<file path="config.mk">
export PLATFORM = sky130hd
export DESIGN_NAME = lsu_mem_ctrl
export DESIGN_NICKNAME = d
export VERILOG_FILES = /design/src/rtl/lsu_pkg.sv /design/src/rtl/lsu_load_extract.sv /design/src/rtl/lsu_mem_ctrl.sv
export SDC_FILE = /design/constraint.sdc
export NUM_CORES = 1
export LEC_CHECK = 0
export CELL_PAD_IN_SITES_DETAIL_PLACEMENT = 0
export CELL_PAD_IN_SITES_GLOBAL_PLACEMENT = 1
export CORE_ASPECT_RATIO = 1.1
export CORE_MARGIN = 1
export CORE_UTILIZATION = 34
export CTS_CLUSTER_SIZE = 30
export DETAILED_ROUTE_END_ITERATION = 8
export GPL_TIMING_DRIVEN = 0
export PLACE_DENSITY = 0.91
export SKIP_LAST_GASP = 1
export SLEW_MARGIN = 40
export SYNTH_ARGS = -nofsm -noshare
export SYNTH_HDL_FRONTEND = slang
export SYNTH_HIERARCHICAL = 1
export SYNTH_SLANG_ARGS = --single-unit
</file>
<file path="constraint.sdc">
create_clock -name clk -period 3.9 [get_ports clk]
set_input_delay 0.585 -clock clk [delete_from_list [all_inputs] [get_ports clk]]
set_output_delay 0.585 -clock clk [all_outputs]
set_load 0.02 [all_outputs]
</file>
<file path="src/rtl/lsu_pkg.sv">
// Shared constants for the MEM-stage load/store unit: funct3 sizes, FSM states,
// fault codes and the access legality check used at issue time.
package lsu_pkg;

    localparam logic [2:0] F3_B  = 3'b000;
    localparam logic [2:0] F3_H  = 3'b001;
    localparam logic [2:0] F3_W  = 3'b010;
    localparam logic [2:0] F3_BU = 3'b100;
    localparam logic [2:0] F3_HU = 3'b101;

    typedef enum logic [1:0] {
        IDLE = 2'b00,
        BUSY = 2'b01,
        DONE = 2'b10
    } state_t;

    localparam logic [1:0] FAULT_NONE     = 2'b00;
    localparam logic [1:0] FAULT_MISALIGN = 2'b01;
    localparam logic [1:0] FAULT_ILLEGAL  = 2'b10;
    localparam logic [1:0] FAULT_TIMEOUT  = 2'b11;

    // Illegal encodings take precedence; alignment is only meaningful for a known size.
    function automatic logic [1:0] check_access(input logic [2:0] f3,
                                                input logic       is_store,
                                                input logic [1:0] lo);
        logic [1:0] code;
        code = FAULT_NONE;
        case (f3)
            F3_B:  code = FAULT_NONE;
            F3_BU: code = is_store ? FAULT_ILLEGAL : FAULT_NONE;
            F3_H:  code = lo[0] ? FAULT_MISALIGN : FAULT_NONE;
            F3_HU: code = is_store ? FAULT_ILLEGAL : (lo[0] ? FAULT_MISALIGN : FAULT_NONE);
            F3_W:  code = (lo != 2'b00) ? FAULT_MISALIGN : FAULT_NONE;
            default: code = FAULT_ILLEGAL;
        endcase
        return code;
    endfunction

endpackage

</file>
<file path="src/rtl/lsu_load_extract.sv">
// Picks the addressed byte/halfword out of a returned memory word and
// sign- or zero-extends it according to the load funct3.
module lsu_load_extract
    import lsu_pkg::*;
(
    input  logic [2:0]  funct3,
    input  logic [1:0]  offset,
    input  logic [31:0] rdata,
    output logic [31:0] ext_data
);

    logic [7:0]  byte_sel;
    logic [15:0] half_sel;

    always_comb begin
        byte_sel = rdata[{offset, 3'b000} +: 8];
        half_sel = offset[1] ? rdata[31:16] : rdata[15:0];
        case (funct3)
            F3_B:    ext_data = {{24{byte_sel[7]}}, byte_sel};
            F3_BU:   ext_data = {24'h0, byte_sel};
            F3_H:    ext_data = {{16{half_sel[15]}}, half_sel};
            F3_HU:   ext_data = {16'h0, half_sel};
            default: ext_data = rdata;
        endcase
    end

endmodule

</file>
<file path="src/rtl/lsu_mem_ctrl.sv">
// MEM-stage load/store unit: issues one word-addressed access per instruction,
// stalls the pipeline until memory answers, and reports access faults.
module lsu_mem_ctrl
    import lsu_pkg::*;
#(
    parameter int TIMEOUT = 16
) (
    input  logic        clk,
    input  logic        rst,
    input  logic        mem_read,
    input  logic        mem_write,
    input  logic [2:0]  funct3,
    input  logic [31:0] addr,
    input  logic [31:0] wdata,
    output logic [31:0] load_data,
    output logic        stall,
    output logic [1:0]  fault,
    output logic        mem_req,
    output logic        mem_we,
    output logic [31:0] mem_addr,
    output logic [3:0]  mem_be,
    output logic [31:0] mem_wdata,
    input  logic [31:0] mem_rdata,
    input  logic        mem_ready
);

    localparam logic [7:0] TO_LAST = 8'(TIMEOUT - 1);

    state_t      state;
    state_t      state_nxt;
    logic [7:0]  cnt;
    logic [2:0]  funct3_p1;
    logic [1:0]  offset_p1;
    logic [1:0]  chk;
    logic        req;
    logic        issue;
    logic        reject;
    logic        ready_hit;
    logic        timed_out;
    logic [3:0]  be_nxt;
    logic [31:0] wdata_nxt;
    logic [31:0] ext_data;

    assign req       = mem_read | mem_write;
    assign chk       = check_access(funct3, mem_write, addr[1:0]);
    assign issue     = (state == IDLE) && req && (chk == FAULT_NONE);
    assign reject    = (state == IDLE) && req && (chk != FAULT_NONE);
    assign ready_hit = (state == BUSY) && mem_ready;
    assign timed_out = (state == BUSY) && !mem_ready && (cnt == TO_LAST);

    always_ff @(posedge clk) begin
        if (rst) begin
            state <= IDLE;
        end else begin
            state <= state_nxt;
        end
    end

    always_comb begin
        state_nxt = state;
        case (state)
            IDLE:    if (issue) state_nxt = BUSY;
            BUSY:    if (mem_ready || timed_out) state_nxt = DONE;
            DONE:    state_nxt = IDLE;
            default: state_nxt = IDLE;
        endcase
    end

    // DONE deliberately drops stall so the held instruction leaves MEM without re-issuing.
    always_comb begin
        mem_req = (state == BUSY);
        stall   = !rst && ((state == BUSY) || issue);
    end

    always_ff @(posedge clk) begin
        if (rst || state != BUSY) begin
            cnt <= '0;
        end else if (!mem_ready) begin
            cnt <= cnt + 8'd1;
        end
    end

    // Stores are lane-steered; loads always fetch the whole word.
    always_comb begin
        be_nxt    = 4'b1111;
        wdata_nxt = '0;
        if (mem_write) begin
            case (funct3)
                F3_B: begin
                    be_nxt    = 4'b0001 << addr[1:0];
                    wdata_nxt = {4{wdata[7:0]}};
                end
                F3_H: begin
                    be_nxt    = 4'b0011 << {addr[1], 1'b0};
                    wdata_nxt = {2{wdata[15:0]}};
                end
                default: wdata_nxt = wdata;
            endcase
        end
    end

    always_ff @(posedge clk) begin
        if (rst) begin
            funct3_p1 <= '0;
            offset_p1 <= '0;
            mem_we    <= 1'b0;
            mem_addr  <= '0;
            mem_be    <= '0;
            mem_wdata <= '0;
            fault     <= FAULT_NONE;
            load_data <= '0;
        end else begin
            fault <= FAULT_NONE;
            if (issue) begin
                funct3_p1 <= funct3;
                offset_p1 <= addr[1:0];
                mem_we    <= mem_write;
                mem_addr  <= {addr[31:2], 2'b00};
                mem_be    <= be_nxt;
                mem_wdata <= wdata_nxt;
            end
            if (reject) begin
                fault     <= chk;
                load_data <= '0;
            end
            if (timed_out) begin
                fault     <= FAULT_TIMEOUT;
                load_data <= '0;
            end
            if (ready_hit && !mem_we) begin
                load_data <= ext_data;
            end
        end
    end

    lsu_load_extract u_extract (
        .funct3   (funct3_p1),
        .offset   (offset_p1),
        .rdata    (mem_rdata),
        .ext_data (ext_data)
    );

endmodule

</file>
==> results.tsv, run 1 <==
stage	metric	value	unit
layout	final_area	8090	um2
worst_hold_path	hp-class	reg -> reg	
clock_network	postCtsSetupBuffers	0	
global_routing	grt_util_all_layers	21.1	%
global_routing	grt_pass1_wl	25800	um
layout	diodes	0	
die	dieHeight	132	um
synthesis	synth_flop_cell	dfxtp_1	
timing	max_freq	0.263	GHz
drt	wirelength	16400	um
synthesis	ys_async_sr_fraction	0	%
die	core	15000	um2
synthesis	avgSynthCellArea	9.02	um2
power	ir_drop	0.254	mV
synthesis	synth_area	5200	um2
die	rows	47	
timing	final.period_utilization	97.5	%
global_routing	overflow	0	
critical_path	cp_data_required_time	3.31	ns
clock_network	cts_buffers	17	
critical_path	crit_path_cell_trace	clkdlybuf4s50_1 -> or4_4 -> a2111o_1 -> clkbuf_1 -> buf_2 -> a21oi_1 -> clkdlybuf4s15_1	
clock_network	cts_root_buf	clkbuf_16	
drt	wl_per_cell	16.2	um
synthesis	synth_seq_cells	116	
timing	clock_skew	0.00519	ns
power	leakage	2.92	nW
clock_network	clock_sinks	116	
drt	drc	0	
placed_design	gp_congestion	0.860	
drt	routed-via-count	5017	
critical_path	critical_path_class	in -> out	
clock_network	cts_max_path_buffers	2	
synthesis	synth_top_area_share	44.6	%
synthesis	ys_top_cells_by_area	dfxtp_1 45%, nand2_1 8.1%, a21oi_1 6.3%	
die	die_area	15800	um2
clock_network	ctsHoldBuffers	0	
critical_path	arrival	3.22	ns
drt	postRouteAntennaNets	0	
critical_path	cpPeakStageDelay	0.63	ns
clock_network	cts_resized	1	
synthesis	synth_edf_count	0	
placed_design	placed_area	7490	um2
critical_path	cp_num_buf_inv	4	
drt	drtIter0Drc	267	
critical_path	cp_slowest_cell	or4_4	
power	power	0.00349	W
clock_network	clk_latency	0.42	ns
clock_network	clkTransAtPathRegs	0.05	ns
timing	post-route-min-period	3.80	ns
timing	finalSetupViolations	0	
clock_network	htree_levels	4	
timing	slew_violations	0	
synthesis	synth_seq_area_share	44.6	%
layout	fin_nets	905	
die	fp.dieW	120	um
drt	via_per_inst	4.97	
clock_network	cts_tree	built	
critical_path	critPathTopFamily	buffers and inverters	
run_status	status	finished, final reports clean	
layout	syn_to_final_growth	55.4	%
layout	drive_gt1_share	10.9	%
die	start_util	34.7	%
timing	rsz0062_at_grt	no	
drt	drt_pass1_iterations	4	
run	max_cap_violations	0	
placed_design	hpwl	12200	um
timing	hold_viol	0	
global_routing	antenna_found_initial	0	
synthesis	yosysWarningCount	6	
power	p_per_area	431	nW/um2
synthesis	synth_area_leader_cell	dfxtp_1	
timing	relSlewSlack	50.7	%
critical_path	startpoint_type	primary input	
synthesis	postSynthCellCount	577	
synthesis	synth.distinct_cells	52	
critical_path	crit_fanout	10	
layout	fin_util	54.0	%
timing	tightest_slew	0.740	ns
critical_path	endpoint_kind	output pin	
global_routing	grt_max_degree	17	
global_routing	first_global_vias	4778	
die	top_level_ports	209	
placed_design	port_buffers	203	
## synthesized netlist by cell type (2+ instances only)
| master | number |
|---|---|
| mux2_2 | 12 |
| buf_6 | 3 |
| nand3_1 | 17 |
| buf_4 | 9 |
| o21a_1 | 3 |
| and3_1 | 2 |
| a22o_1 | 34 |
| mux2i_1 | 15 |
| xor2_1 | 3 |
| or3_1 | 2 |
| nor2_1 | 38 |
| a211oi_1 | 3 |
| dfxtp_1 | 116 |
| clkbuf_1 | 29 |
| o221ai_1 | 5 |
| o21ai_0 | 2 |
| a21oi_1 | 65 |
| a221o_1 | 7 |
| inv_1 | 4 |
| a2bb2oi_2 | 14 |
| nand2b_1 | 4 |
| nand2_1 | 113 |
| nor2b_1 | 11 |
| buf_2 | 6 |
| a31o_2 | 2 |
| a2bb2oi_1 | 6 |
| xnor2_1 | 3 |
| o2bb2ai_1 | 16 |
| nand4b_1 | 2 |
| nor3_1 | 9 |
## sequential cells by signal, indices dropped and copies added (netlist names)
name	flops
cnt	8
fault	2
funct3_p1	3
load_data	32
mem_addr	30
mem_be	4
mem_wdata	32
mem_we	1
offset_p1	2
state	2
## cells in the final DEF (no fill, tap or decap), types with 3 or more instances in the layout
cell type,count
clkdlybuf4s50_1,202
dfxtp_1,116
nand2_1,113
a21oi_1,65
nor2_1,38
a22o_1,34
clkbuf_1,29
nand3_1,17
clkbuf_16,17
o2bb2ai_1,16
mux2i_1,15
a2bb2oi_2,14
mux2_2,12
nor2b_1,11
buf_4,9
nor3_1,9
a221o_1,7
buf_2,6
clkinv_2,6
a2bb2oi_1,6
o221ai_1,5
nand2b_1,4
inv_1,4
xor2_1,3
xnor2_1,3
a211oi_1,3
clkinvlp_4,3
bufinv_16,3
buf_6,3
o21a_1,3
## metrics by stage
step	setup TNS (ns)	setup slack, ns	cells	hold WS [ns]
detailed placement	-0.188	-0.188	977	0.444
global placement	-0.189	-0.189	977	0.438
floorplan	0	0.976	578	0.437
finish	0	0.0992	1009	0.450
global route	0	0.00462	1009	0.470
CTS	0	0.0799	1009	0.450
## report_power, final
group	switching [W]	internal, W
Clock	0.000560	0.00101
Combinational	0.000326	0.000318
Sequential	0.0000305	0.00124
Total	0.000917	0.00257
## path summary, 6_finish.rpt
check,startpoint,endpoint,slack [ns],depth (start not counted)
worst max-delay path,addr[1],stall,0.1,7
worst min-delay path,mem_wdata[2],mem_wdata[2],0.45,2
worst max register to register,state[0],load_data[9],1.53,7
worst min register to register,mem_wdata[2],mem_wdata[2],0.45,2
## tightest hold or removal path, delay by kind of cell (launching register included)
kind	cells	cell delay (ns)
AO/OA/AOI/OAI	1	0.05
flip-flops	1	0.30
AND/OR/NAND/NOR	1	0.05
## kinds of logic (layout without fill, tap and decap cells)
kind of cell	count (synthesis)	in the layout	synth area share, %
xor gates and xnor gates	6	6	1.01
adders and majority gates	1	1	0.240
AOI/OAI and AO/OA	166	166	25.7
and+or+nand+nor	207	207	17.6
DFF	116	116	44.6
buffers and inverters	52	287	4.98
muxes	28	28	5.77
other	1	2	0.0720
## metal layers
| layer | up-vias | share of wire [%] | GRT usage (%) |
|---|---|---|---|
| li1 | 2522 | - | - |
| met1 | 2297 | 45 | 27.1 |
| met2 | 173 | 48 | 33.7 |
| met3 | 25 | 5.8 | 6.01 |
| met4 | 0 | 1.9 | 6.88 |
| met5 | - | 0 | 0 |
## final cells by class
type,count,area [um2]
tap,196,245
inverter,5,18.8
timing repair buffer,203,2030
buffer,47,240
multi-input combinational,410,2630
clock inverter,14,160
clock buffer,18,439
sequential,116,2320
fill,1414,6910
Power figures use the tool's default switching activity.
==> run 2: changes to the inputs <==
--- a/config.mk
+++ b/config.mk
@@ -9,11 +9,11 @@
 export CELL_PAD_IN_SITES_GLOBAL_PLACEMENT = 1
 export CORE_ASPECT_RATIO = 1.1
 export CORE_MARGIN = 1
-export CORE_UTILIZATION = 34
+export CORE_UTILIZATION = 31
 export CTS_CLUSTER_SIZE = 30
 export DETAILED_ROUTE_END_ITERATION = 8
 export GPL_TIMING_DRIVEN = 0
-export PLACE_DENSITY = 0.91
+export PLACE_DENSITY = 0.84
 export SKIP_LAST_GASP = 1
 export SLEW_MARGIN = 40
 export SYNTH_ARGS = -nofsm -noshare
==> constraint.sdc (replaced) <==
create_clock -name clk -period 4 [get_ports clk]
set_input_delay 0.6 -clock clk [delete_from_list [all_inputs] [get_ports clk]]
set_output_delay 0.6 -clock clk [all_outputs]
set_load 0.02 [all_outputs]
==> run 2 against run 1 <==
Against the previous run:
- the run now ends with DRC left
- die area grew 9.5%
- utilization shrank 4.4 points
- non-clock buffer count is the same
- power shrank 1.0%
- register-to-register slack gained 0.11 ns
- clock power is essentially flat
==> results.tsv, run 2 (synthesis results as in run 1) <==
stage	metric	value	unit	change
clock_network	cts_buffers	17		unchanged
die	die_area	17300	um2	+9.5%
timing	max_freq	0.262	GHz	
critical_path	crit_fanout	10		unchanged
drt	drc	16		+16
critical_path	cp_data_required_time	3.40	ns	+0.09 ns
timing	tightest_slew	0.738	ns	-0.00167 ns
power	leakage	2.92	nW	about the same
clock_network	clkTransAtPathRegs	0.06	ns	about the same
timing	hold_viol	0		unchanged
clock_network	cts_tree	built		
clock_network	ctsHoldBuffers	0		unchanged
drt	wirelength	16800	um	+2.8%
critical_path	reg2reg_depth	7		unchanged
drt	postRouteAntennaNets	0		unchanged
critical_path	reg2reg_slack	1.64	ns	+0.11 ns
die	fp.dieW	126	um	+4.6%
layout	fin_nets	905		unchanged
timing	rsz0062_at_grt	no		
clock_network	clock_sinks	116		unchanged
critical_path	rr_startpoint	state[0]		
drt	via_per_inst	4.93		-0.93%
layout	drive_gt1_share	10.9	%	unchanged
clock_network	clk_latency	0.42	ns	about the same
drt	drt_pass1_iterations	8		+4
placed_design	hpwl	12600	um	+3.2%
layout	layout_commonest_cell	clkdlybuf4s50_1		
global_routing	grt_max_degree	17		unchanged
placed_design	port_buffers	203		unchanged
worst_hold_path	hp-class	reg -> reg		
global_routing	overflow	0		unchanged
critical_path	cpPeakStageDelay	0.63	ns	about the same
timing	final.period_utilization	95.4	%	
die	rows	49		+4.3%
global_routing	grt_util_all_layers	19.5	%	-1.6 points
placed_design	placed_area	7500	um2	+0.13%
critical_path	endpoint_kind	output pin		
run	max_cap_violations	0		unchanged
critical_path	critical_path_class	in -> out		
drt	routed-via-count	5010		-0.14%
drt	drtIter0Drc	296		+11%
layout	final_area	8120	um2	+0.32%
clock_network	cts_max_path_buffers	2		unchanged
global_routing	antenna_found_initial	0		unchanged
run_status	status	finished, violations left		
layout	fin_util	49.6	%	-4.4 points
timing	post-route-min-period	3.82	ns	
clock_network	postCtsSetupBuffers	0		unchanged
die	start_util	31.8	%	-2.9 points
clock_network	cts_resized	1		unchanged
timing	finalSetupViolations	0		unchanged
drt	wl_per_cell	16.5	um	+1.9%
critical_path	r2r-end	load_data[15]		
layout	diodes	0		unchanged
timing	slew_violations	0		unchanged
placed_design	gp_congestion	0.827		-3.8%
critical_path	crit_start	addr[1]		
power	p_per_area	425	nW/um2	-1.3%
die	core	16400	um2	+9.2%
power	ir_drop	0.287	mV	+13%
timing	clock_skew	0.00698	ns	+0.00179 ns
critical_path	cp_slowest_cell	or4_4		
clock_network	cts_root_buf	clkbuf_16		
critical_path	crit_path_end	stall		
die	top_level_ports	209		unchanged
clock_network	htree_levels	4		unchanged
critical_path	crit_path_cell_trace	clkdlybuf4s50_1 -> or4_4 -> a2111o_1 -> clkbuf_1 -> buf_2 -> a21oi_1 -> dlygate4sd2_1		
layout	syn_to_final_growth	55.9	%	
die	dieHeight	138	um	+4.7%
timing	relSlewSlack	50.7	%	about the same
global_routing	first_global_vias	4687		-1.9%
layout	layout_common_cells	202 x clkdlybuf4s50_1, 116 x dfxtp_1, 113 x nand2_1, 65 x a21oi_1, 38 x nor2_1		
critical_path	startpoint_type	primary input		
layout	reg_top3	load_data: 32 flops, mem_wdata: 32 flops, mem_addr: 30 flops		
critical_path	arrival	3.22	ns	about the same
run_status	violations	DRC		
global_routing	grt_pass1_wl	25700	um	-0.32%
run 2: changes by cell type in the layout (fill, tap and decap cells not counted):
cell,before,now
inv_6,1,3
clkinvlp_4,3,4
clkinv_2,6,1
clkdlybuf4s15_1,1,0
clkinv_4,1,3
dlygate4sd2_1,0,1
run 2: area by class of cell:
class	instances	area [um2]
Inverter	5	18.8
Multi-Input combinational cell	410	2630
Clock buffer	18	439
Fill cell	1575	8250
Sequential cell	116	2320
Clock inverter	14	178
Tap cell	204	255
Timing Repair Buffer	203	2030
Buffer	47	240
run 2: critical path, delay by kind of cell:
family | cells | cell delay [ns]
buffers and inverters | 4 | 1.40
AND/OR/NAND/NOR | 1 | 0.63
AO/OA/AOI/OAI | 2 | 0.59
run 2: power breakdown:
group | internal [W] | switching [W] | total, W
clock | 0.00100 | 0.000585 | 0.00159
sequential | 0.00121 | 0.0000308 | 0.00124
combinational | 0.000310 | 0.000318 | 0.000628
run 2: per-layer routing:
metal	vias up	GRT usage [%]	wire, um
met5	-	0	0
met4	0	8.27	286
met3	18	4.86	1090
met2	170	31.5	7960
met1	2307	24.9	7470
li1	2515	-	-
run 2: worst min path at each step:
stage                        from  depth (start not counted)             to  slack (ns)
detailed placement   mem_addr[20]                          2   mem_addr[20]        0.45
global placement    mem_wdata[17]                          2  mem_wdata[17]        0.44
CTS                  mem_addr[20]                          2   mem_addr[20]        0.45
floorplan            funct3_p1[0]                          2   funct3_p1[0]        0.44
global route         mem_wdata[7]                          2   mem_wdata[7]        0.47
finish              mem_wdata[20]                          2  mem_wdata[20]        0.45
run 2: stage by stage:
stage	TNS [ns]	hold slack (ns)	power (W)	worst slack, ns	cells
after floorplan	0	0.437	0.00160	1.05	578
after global placement	-0.159	0.439	0.00189	-0.159	985
after detailed placement	-0.119	0.446	0.00189	-0.119	985
after CTS	0	0.453	0.00349	0.138	1017
after global routing	0	0.475	0.00360	0.0429	1017
final	0	0.451	0.00345	0.183	1017
==> RTL change 1 (flow settings as in run 2) <==
Encoding of `state_t`: now one-hot (3 bits for 3 states).
--- a/src/rtl/lsu_pkg.sv
+++ b/src/rtl/lsu_pkg.sv
@@ -10,6 +10,6 @@
 
-    typedef enum logic [1:0] {
-        IDLE = 2'b00,
-        BUSY = 2'b01,
-        DONE = 2'b10
+    typedef enum logic [2:0] {
+        IDLE = 3'b001,
+        BUSY = 3'b010,
+        DONE = 3'b100
     } state_t;
Formal check against the unedited RTL: same outputs for any inputs over 4 cycles, from zero or initial values and one cycle with rst high; so few cycles prove little.
==> RTL change 1 against run 2 <==
Worst setup slack improved by 0.10 ns. Synthesized area rose by 3.7%. Worst hold slack barely moved. Cell area rose by 2.5%. Critical path depth did not move. Sequential cell count rose by 1. First-iteration DRC count rose by 18%. Routed wire length rose by 3.7%. Power fell by 2.7%. Largest power group unchanged.
==> RTL change 1: results (changes against run 2) <==
CRITICAL_PATH_AT_NS=3.11  # -0.11 ns
GRT_PASS1_WL_MM=27.7  # +7.5%
TIMING_WORST_SLEW_PIN_VALUE_NS=0.721  # -0.0175 ns
VIASPERCELL=4.84  # -1.7%
DETAILROUTE.WIRELENGTH.MET2_MM=8.09  # +1.7%
SYNTH_AREA_LEADERS='sky130_fd_sc_hd__dfxtp_1 43%, sky130_fd_sc_hd__nand2_1 7.3%, sky130_fd_sc_hd__a21oi_1 6.3%'
CLOCK_POWER_SHARE_PCT=45.4  # -0.6 points
DRT_PASS1_ITERATIONS=5  # -3
GRT_USE_MET3_PCT=6.23  # +1.4 points
WL_MET3_MM=1.26  # +15%
IRDROPWORSTVDD_uV=280  # -2.1%
STATUS='finished, final reports clean'
SYNTH.LIB_CELLS_USED.DISTINCT=56  # +7.7%
GRTUSAGEMET1_PCT=24.9  # -0.058 points
FINALNETCOUNT=924  # +2.1%
GRT_PASS1_VIAS=5098  # +8.8%
TIMING.FMAX_MHz=269  # +2.8%
P_LEAK_nW=3.01  # +3.1%
SWITCHING_POWER_mW=0.918  # -1.7%
DETAIL_ROUTE.WL_PER_CELL_UM=16.3  # -1.1%
PRECTSSETUPSLACK_NS=0.180  # +0.298 ns
PLACE_HPWL_MM=12.8  # +1.4%
FINCLKSKEW_NS=0.00517  # -0.00181 ns
SYNTH_SEQ_AREA_SHARE_PCT=43.4  # -1.2 points
CTSRESIZECOUNT=0  # -1
GRT.MET2_USAGE_PCT=31.9  # +0.44 points
-- RTL change 1: cell families after synthesis --
family                     after synthesis  synth area share (%)
and+or+nand+nor                        204                  18.2
AOI/OAI and AO/OA                      179                  25.4
DFF                                    117                  43.4
buffers and inverters                   60                  5.79
muxes                                   28                  5.56
xor gates and xnor gates                 8                  1.30
adders and majority gates                1                 0.232
other                                    1                0.0695
-- RTL change 1: layout make-up --
| class | count | area (sq um) |
|---|---|---|
| Timing Repair Buffer | 201 | 2010 |
| Clock inverter | 13 | 149 |
| Inverter | 5 | 18.8 |
| Tap cell | 234 | 293 |
| Clock buffer | 19 | 443 |
| Buffer | 55 | 294 |
| Multi-Input combinational cell | 422 | 2760 |
| Sequential cell | 117 | 2340 |
| Fill cell | 1699 | 8700 |
-- RTL change 1: final timing paths --
check / startpoint / end / depth (start not counted)
worst min-delay path: mem_addr[25] / mem_addr[25] / 2
worst max register to register: state[0] / load_data[23] / 6
worst max-delay path: addr[1] / stall / 7
worst min register to register: mem_addr[25] / mem_addr[25] / 2
-- RTL change 1: critical path, stage by stage --
cell,delay [ns]
sky130_fd_sc_hd__clkdlybuf4s50_1,0.54
sky130_fd_sc_hd__nor4_2,0.53
sky130_fd_sc_hd__o2111ai_4,0.27
sky130_fd_sc_hd__buf_2,0.28
sky130_fd_sc_hd__a21o_1,0.21
sky130_fd_sc_hd__inv_1,0.05
sky130_fd_sc_hd__clkdlybuf4s50_1,0.63
-- RTL change 1: per-stage QoR --
step	hold slack (ns)	total power, mW	utilization (%)	std cells
finish	0.451	3.36	48.9	1066
global route	0.469	3.50	48.9	1066
CTS	0.453	3.39	48.8	1066
detailed placement	0.446	1.86	45.3	1034
global placement	0.438	1.86	45.3	1034
floorplan	0.437	1.59	-	599
==> RTL change 2 (config.mk and constraints of run 2) <==
Made on the original files. `TIMEOUT`: 16 -> 12.
--- a/src/rtl/lsu_mem_ctrl.sv
+++ b/src/rtl/lsu_mem_ctrl.sv
@@ -5,3 +5,3 @@
 #(
-    parameter int TIMEOUT = 16
+    parameter int TIMEOUT = 12
 ) (
Function: same outputs for any inputs over 4 cycles, from zero or initial values and one cycle with rst high; that may be too few to reach the edited logic, so the function may still have changed.
==> RTL change 2 against run 2 <==
Worst hold slack is essentially flat. Synthesized cell count grew 0.52%. Sequential power is essentially flat. Worst setup slack gained 0.069 ns. Cell area grew 0.14%. Fmax grew 1.8%. Synthesized area grew 0.50%. Power is essentially flat. Largest power group unchanged. Routed wire length grew 2.3%. Die area grew 0.50%. Sequential cell count is the same.
==> RTL change 2: results (changes against run 2) <==
GRT_PASS1_WL_MM=26.9  # +4.6%
POST_SYNTHESIS_SHARE_OF_CELL_AREA_SPENT_ON_XOR_AND_XNOR_GATES_PCT=1.17  # +0.16 points
WORSTREGTOREGCELLS=6  # -1
DP_CELLS=986  # +0.10%
SYNTH.LIB_CELLS_USED.DISTINCT=53  # +1.9%
VIAS=5163  # +3.1%
ADDER_CELL_AREA_SHARE_OF_THE_YOSYS_NETLIST_PCT=0.239  # -0.0012 points
REG2REG_TO='load_data[28]'
CRITICAL_PATH_AT_NS=3.15  # -0.07 ns
POST_SYNTH_INST_COUNT=580  # +0.52%
P_COMB_mW=0.639  # +2%
DETAILED_PLACE.AREA_SQ_UM=7520  # +0.22%
DRT_PASS1_ITERATIONS=5  # -3
FINALCOREUTILIZATION_PCT=49.5  # -0.12 points
FINALNETCOUNT=906  # +0.11%
STATUS='finished, final reports clean'
DRT-INITIAL-DRC-COUNT=287  # -3.0%
GLOBAL_ROUTE.USAGE.TOTAL_PCT=19.9  # +0.34 points
IRDROPWORSTVDD_uV=277  # -3.4%
ROUTED_WL_MM=17.2  # +2.3%
SWITCHING_POWER_mW=0.892  # -4.5%
P_LEAK_nW=2.94  # +0.68%
SYNTH_AREA_LEADERS='sky130_fd_sc_hd__dfxtp_1 44%, sky130_fd_sc_hd__nand2_1 8.0%, sky130_fd_sc_hd__a21oi_1 6.1%'
FINCLKSKEW_NS=0.00922  # +0.00224 ns
GLOBALPLACE.CONGESTION=0.796  # -3.8%
HOLD-PATH-ENDPOINT='mem_addr[30]'
SYNTH_SEQ_AREA_SHARE_PCT=44.4  # -0.22 points
SYNTH-COMPOUND-AREA-SHARE_PCT=25.4  # -0.32 points
-- RTL change 2: cell count changes in the layout (fill, tap and decap cells not counted), moves of 3 or more --
cell,before,now
sky130_fd_sc_hd__nand3_1,17,21
sky130_fd_sc_hd__clkinvlp_4,4,1
sky130_fd_sc_hd__clkbuf_8,1,4
sky130_fd_sc_hd__nor2_1,38,41
sky130_fd_sc_hd__buf_4,9,6
sky130_fd_sc_hd__clkinv_2,1,4
sky130_fd_sc_hd__inv_6,3,0
sky130_fd_sc_hd__buf_6,3,6
-- RTL change 2: stage by stage --
step / setup WS [ns] / hold slack (ns) / power, mW
floorplan: 1.31 / 0.437 / 1.61
global placement: 0.0327 / 0.439 / 1.90
detailed placement: 0.198 / 0.445 / 1.90
CTS: 0.193 / 0.454 / 3.49
global route: 0.0666 / 0.471 / 3.59
finish: 0.252 / 0.451 / 3.45
-- RTL change 2: critical path, cell delays in order --
cell and delay, ns:
sky130_fd_sc_hd__clkdlybuf4s50_1 0.54, sky130_fd_sc_hd__nor4_1 0.46, sky130_fd_sc_hd__o221ai_2 0.31, sky130_fd_sc_hd__clkbuf_1 0.35, sky130_fd_sc_hd__a21oi_1 0.25, sky130_fd_sc_hd__clkdlybuf4s50_1 0.63
-- RTL change 2: layer usage --
metal	track usage (%)	share of wire (%)	vias to the layer above
met5	0	0	-
met2	33.2	49	188
met3	5.53	7.0	26
met4	8.50	2.1	0
met1	23.8	42	2423
li1	-	-	2526
-- RTL change 2: cell type report --
type                    count  area share (%)
flip-flops and latches    116            28.6
clock buffers              22            5.96
repair buffers            201            24.8
multi-input cells         413            32.7
clock inverters             9            1.55
well taps                 204            3.14
plain buffers              48            3.16
inverters                   4           0.185
